## config.mk

```make
export PLATFORM = sky130hd
export DESIGN_NAME = aes_key_sched_arbiter
export DESIGN_NICKNAME = d
export VERILOG_FILES = /design/src/rtl/aes_key_sched_arbiter.sv
export SDC_FILE = /design/constraint.sdc
export NUM_CORES = 1
export LEC_CHECK = 0
export BUFFER_PORTS_ARGS = -buffer_cell sky130_fd_sc_hd__buf_2
export CAP_MARGIN = 20
export CORE_AREA = 2 2 258 260
export DETAILED_ROUTE_END_ITERATION = 16
export DIE_AREA = 0 0 260 262
export GPL_ROUTABILITY_DRIVEN = 0
export PLACE_DENSITY = 0.53
export SETUP_SLACK_MARGIN = 0.4
export SLEW_MARGIN = 20
export SYNTH_ARGS = -nofsm -noshare
export SYNTH_HDL_FRONTEND = slang
export SYNTH_SLANG_ARGS = --single-unit
export TNS_END_PERCENT = 1
```

## constraint.sdc

```tcl
create_clock -name clk -period 4.5 [get_ports clk]
set_input_delay 0.9 -clock clk [delete_from_list [all_inputs] [get_ports clk]]
set_output_delay 0.9 -clock clk [all_outputs]
set_load 0.01 [all_outputs]
```

## src/rtl/aes_key_sched_arbiter.sv

```systemverilog
// Session arbiter in front of the shared AES-128 key-expansion engine.
// Grants sessions round-robin, skips re-expansion on a cached key, and serves round-key reads.
module aes_key_sched_arbiter #(
    parameter int KX_TIMEOUT = 15,
    parameter int NUM_ROUNDS = 10
) (
    input  logic         clk,
    input  logic         reset_n,
    input  logic [1:0]   req_valid,
    input  logic [127:0] req_key0,
    input  logic [127:0] req_key1,
    output logic [1:0]   grant,
    output logic         busy,
    input  logic         rd_en,
    input  logic [3:0]   rd_round,
    output logic [127:0] rk_out,
    output logic         rk_valid,
    output logic         kx_start,
    output logic [127:0] kx_key,
    input  logic         kx_done,
    output logic [3:0]   kx_round,
    input  logic [127:0] kx_round_key,
    output logic         key_cached,
    output logic         err_timeout
);

    localparam int TMO_W = ($clog2(KX_TIMEOUT + 1) > 4) ? $clog2(KX_TIMEOUT + 1) : 4;
    localparam logic [TMO_W-1:0] TMO_LIMIT = TMO_W'(KX_TIMEOUT);
    localparam logic [3:0] MAX_ROUND = 4'(NUM_ROUNDS);

    typedef enum logic [1:0] {
        ST_IDLE,
        ST_EXPAND,
        ST_SERVE
    } state_t;

    state_t             state;
    logic               owner;
    logic               rr_last;
    logic [127:0]       cached_key;
    logic               key_loaded;
    logic [TMO_W-1:0]   tmo_cnt;

    logic               winner;
    logic [127:0]       winner_key;
    logic               cache_hit;

    // With both requesters pending, the one that did not own the last session wins.
    always_comb begin
        winner = 1'b0;
        if (req_valid == 2'b11) begin
            winner = ~rr_last;
        end else begin
            winner = req_valid[1];
        end
        winner_key = winner ? req_key1 : req_key0;
        cache_hit  = key_loaded && (winner_key == cached_key);
    end

    always_ff @(posedge clk) begin
        if (!reset_n) begin
            state       <= ST_IDLE;
            owner       <= 1'b0;
            rr_last     <= 1'b1;
            cached_key  <= '0;
            key_loaded  <= 1'b0;
            tmo_cnt     <= '0;
            kx_key      <= '0;
            kx_start    <= 1'b0;
            grant       <= 2'b00;
            busy        <= 1'b0;
            err_timeout <= 1'b0;
        end else begin
            kx_start <= 1'b0;
            case (state)
                ST_IDLE: begin
                    if (req_valid != 2'b00) begin
                        owner <= winner;
                        busy  <= 1'b1;
                        if (cache_hit) begin
                            state <= ST_SERVE;
                            grant <= winner ? 2'b10 : 2'b01;
                        end else begin
                            kx_key      <= winner_key;
                            key_loaded  <= 1'b0;
                            err_timeout <= 1'b0;
                            tmo_cnt     <= '0;
                            kx_start    <= 1'b1;
                            state       <= ST_EXPAND;
                        end
                    end
                end
                ST_EXPAND: begin
                    tmo_cnt <= tmo_cnt + TMO_W'(1);
                    // A completion arriving on the timeout cycle still counts as success.
                    if (kx_done) begin
                        cached_key <= kx_key;
                        key_loaded <= 1'b1;
                        if (req_valid[owner]) begin
                            state <= ST_SERVE;
                            grant <= owner ? 2'b10 : 2'b01;
                        end else begin
                            state   <= ST_IDLE;
                            busy    <= 1'b0;
                            rr_last <= owner;
                        end
                    end else if (tmo_cnt == TMO_LIMIT) begin
                        err_timeout <= 1'b1;
                        rr_last     <= owner;
                        state       <= ST_IDLE;
                        busy        <= 1'b0;
                    end
                end
                ST_SERVE: begin
                    if (!req_valid[owner]) begin
                        state   <= ST_IDLE;
                        grant   <= 2'b00;
                        busy    <= 1'b0;
                        rr_last <= owner;
                    end
                end
                default: begin
                    state <= ST_IDLE;
                    grant <= 2'b00;
                    busy  <= 1'b0;
                end
            endcase
        end
    end

    // Round 0 is the cipher key itself, so it comes from the cache rather than the engine.
    always_ff @(posedge clk) begin
        if (!reset_n) begin
            rk_out   <= '0;
            rk_valid <= 1'b0;
        end else begin
            rk_valid <= 1'b0;
            if (state == ST_SERVE && rd_en) begin
                if (rd_round == 4'd0) begin
                    rk_out   <= cached_key;
                    rk_valid <= 1'b1;
                end else if (rd_round <= MAX_ROUND) begin
                    rk_out   <= kx_round_key;
                    rk_valid <= 1'b1;
                end
            end
        end
    end

    always_comb begin
        kx_round = 4'd0;
        if (state == ST_SERVE && rd_en) begin
            kx_round = rd_round;
        end
    end

    assign key_cached = key_loaded;

endmodule
```

==> results.md <==
- Crit Path Class: in -> reg
- Post-synthesis cell type count: 66
- Final period utilization: 0.906
- Status: finished clean
- Num CTS Buffers: 49
- Post-synthesis area per instance: 9.29 sq um
- Main synth FF type: dfxtp_1
- Synth warnings: 0
- Hold Path Class: reg -> reg
- Skew-Pair Late Insertion Delay: 0.60 ns
- Req. time, crit path: 5.02 ns
- Dpl ws: -0.298 ns
- Hold buffer count at CTS: 0
- Final setup viols: 0
- Post-Syn Area: 19100 sq um
- Die area: 68100 sq um
- Pwr per Cell Area: 381 nW/um^2
- RSZ-0062 raised after global routing: false
- Max Cap Violations: 0
- Grt ovf: 0
- Syn nets: 2446
- Crit path DAT: 4.60 ns
- Total GRT Usage: 0.301
- Clk sink count: 399
- DRT antenna net count: 0
- Initial antenna violation count: 46
- DR pass1 iterations: 5
- Post-Layout Cell Count: 3643
- Final Max Slew Viols: 0
- Slew HR: 0.414
- Post-synthesis sequential area ratio: 0.419
- XOR/XNOR Fraction of Synth Area: 0.0248
- P_leak: 12.0 nW
- Crit-path max FO: 34
- DIE WIDTH: 260 um
- Critical-path cell list: buf_2, a21boi_4, buf_12, buf_12, buf_12, mux2i_1, o2bb2ai_1, a221oi_2, o2111ai_1, nor3_2, nand4_2, a21boi_4, buf_12, buf_12, o2bb2ai_1
- Worst path max stage delay: 0.35 ns
- FF+latch count, synth: 399
- Syn Inst Count: 2051
- Avg WL per Cell: 29.4 um
- Number of synthesized flops with an enable pin: 0
- CTS root buf: clkbuf_16
- Hold Vio Cnt, Final: 0
- FP Rows: 94
- Layout cells sized above 1: 0.317
- Largest family of logic cells by synthesized area: compound AO/OA/AOI/OAI gates
- Async set-reset flop share out of synthesis: 0
- Core area: 65300 sq um
- H-tree levels: 2
- Die Height: 262 um
- Initial core utilization: 0.292
- Nets: 3121
- Clk_skew: 0.0204 ns
- Final setup margin: 0.423 ns
- CP dominant cell by count: buf_12
- Vias: 19.8k
- Final wirelength: 107 mm
- Placed cell count: 3538
- Compound-cell area share of the yosys netlist: 0.254
- DR vias/cell: 5.43
- VDD IR-drop max: 0.246 mV
- DP Wirelength: 86.8 mm
- Io pins: 661
- Highest clock rate: 245 MHz
- Post-synthesis simple-gate area fraction: 0.123
- Tmin final: 4.08 ns
- Initial DRC count: 1697
- Clock slew seen by the registers of the worst setup and hold paths: 0.06 ns
- Pin count of the biggest net entering global routing: 112
- Vias in the first global route: 19.1k
- Remaining DRCs: 0
- Max clock buf depth: 3
- Synth Area in Adders: 0.000657
- CTS tree: done
- Startpoint types: input pin
- Mux contribution to synthesized area: 0.131
- P&R area growth vs syn: 34.6%
- Critical-path top delay cell: a221oi_2
- Port bufs: 660
- Worst slew pin tran: 0.879 ns
- CP endpoint kind: register
- First-pass GRT wire length: 146 mm
==> per-stage QoR <==
| stage | total power, mW | utilization | TNS, ns | instance area (sq um) | hold WS (ns) |
|---|---|---|---|---|---|
| after global placement | 5.77 | 0.367 | -17.63 | 23900 | 0.465 |
| after detailed placement | 5.79 | 0.367 | -24.35 | 23900 | 0.466 |
| after floorplan | 4.75 | - | 0 | 19100 | 0.460 |
| after global routing | 10.1 | 0.393 | 0 | 25600 | 0.500 |
| final | 9.78 | 0.393 | 0 | 25600 | 0.475 |
| after CTS | 9.81 | 0.391 | 0 | 25500 | 0.478 |
==> final timing paths <==
kind	start	endpoint	slack, ns	cells after the start
setup / recovery	req_valid[1]	kx_key[26]	0.42	15
hold / removal	kx_key[23]	cached_key[23]	0.48	2
setup reg to reg	rr_last	kx_key[26]	0.57	14
hold reg to reg	kx_key[23]	cached_key[23]	0.48	2
==> synth_stat cells (15+ instances only) <==
library cell	instances	area (sq um)
nand2_1	403	1510
dfxtp_1	399	7990
mux2i_1	248	2480
o2bb2ai_1	146	1280
o211a_1	131	1310
a21boi_0	130	976
clkbuf_1	103	387
inv_1	55	206
nor2_1	45	169
xnor2_1	36	315
a21oi_1	34	170
o21ai_0	27	135
o22ai_1	22	138
buf_2	21	105
nor4_1	18	113
xor2_1	18	158
buf_4	17	128
nand2b_1	16	100
nand4_1	15	93.8
==> final cells by class <==
| type | count | area (sq um) |
|---|---|---|
| Fill cell | 6688 | 39600 |
| Tap cell | 864 | 1080 |
| Multi-Input combinational cell | 1444 | 10300 |
| Antenna cell | 22 | 55.1 |
| Clock inverter | 12 | 174 |
| Inverter | 55 | 206 |
| Clock buffer | 70 | 1420 |
| Sequential cell | 399 | 7990 |
| Timing Repair Buffer | 777 | 4470 |
==> routing by layer <==
metal	GRT usage	part of all wire	vias to the layer above	routed length (um)
met5	0	0.0022	-	231
met4	0.130	0.044	36	4710
met3	0.0905	0.088	245	9470
met2	0.505	0.47	1034	50700
met1	0.355	0.39	9648	42100
li1	-	-	8826	-
==> logic make-up (layout without fill, tap and decap cells) <==
logic type / after synthesis / count (layout)
flip-flops: 399 / 399
other: 0 / 22
adder cells (fa/ha/maj): 1 / 1
XOR/XNOR: 54 / 54
AND/OR/NAND/NOR: 551 / 551
buffers and inverters: 208 / 914
multiplexers: 249 / 249
AO/OA/AOI/OAI: 589 / 589
==> worst max-delay path: cells and delay by family <==
family / cells / cell delay [ns]
AOI/OAI and AO/OA: 6 / 1.53
buffers and inverters: 6 / 1.22
muxes: 1 / 0.31
and+or+nand+nor: 2 / 0.51
==> power breakdown <==
| part | internal (mW) | total, mW | switching, mW |
|---|---|---|---|
| Sequential | 3.74 | 3.99 | 0.254 |
| Clock | 2.39 | 4.02 | 1.63 |
| Combinational | 0.685 | 1.76 | 1.07 |
==> flip-flops by register name (all words and copies together) (netlist names) <==
name	flops
rk_out	128
grant	2
state	2
owner	1
busy	1
kx_key	128
err_timeout	1
rk_valid	1
cached_key	128
kx_start	1
tmo_cnt	4
rr_last	1
key_cached	1
==> timing repair <==
item                                    CTS  global route
endpoints found under the setup margin   17           137
resized for setup                         2             7
buffers inserted                          0             1
==> cells in the final DEF, fill, tap and decap left out, types with 45 or more instances in the layout <==
cell type  synthesis  layout
nand2_1          403     402
clkbuf_16          0      49
o211a_1          131     131
mux2i_1          248     243
a21boi_0         130     130
inv_1             55      55
o2bb2ai_1        146     146
buf_4             17      95
nor2_1            45      45
dfxtp_1          399     399
buf_2             21     659
No activity file was read; power rests on OpenSTA's default activity.
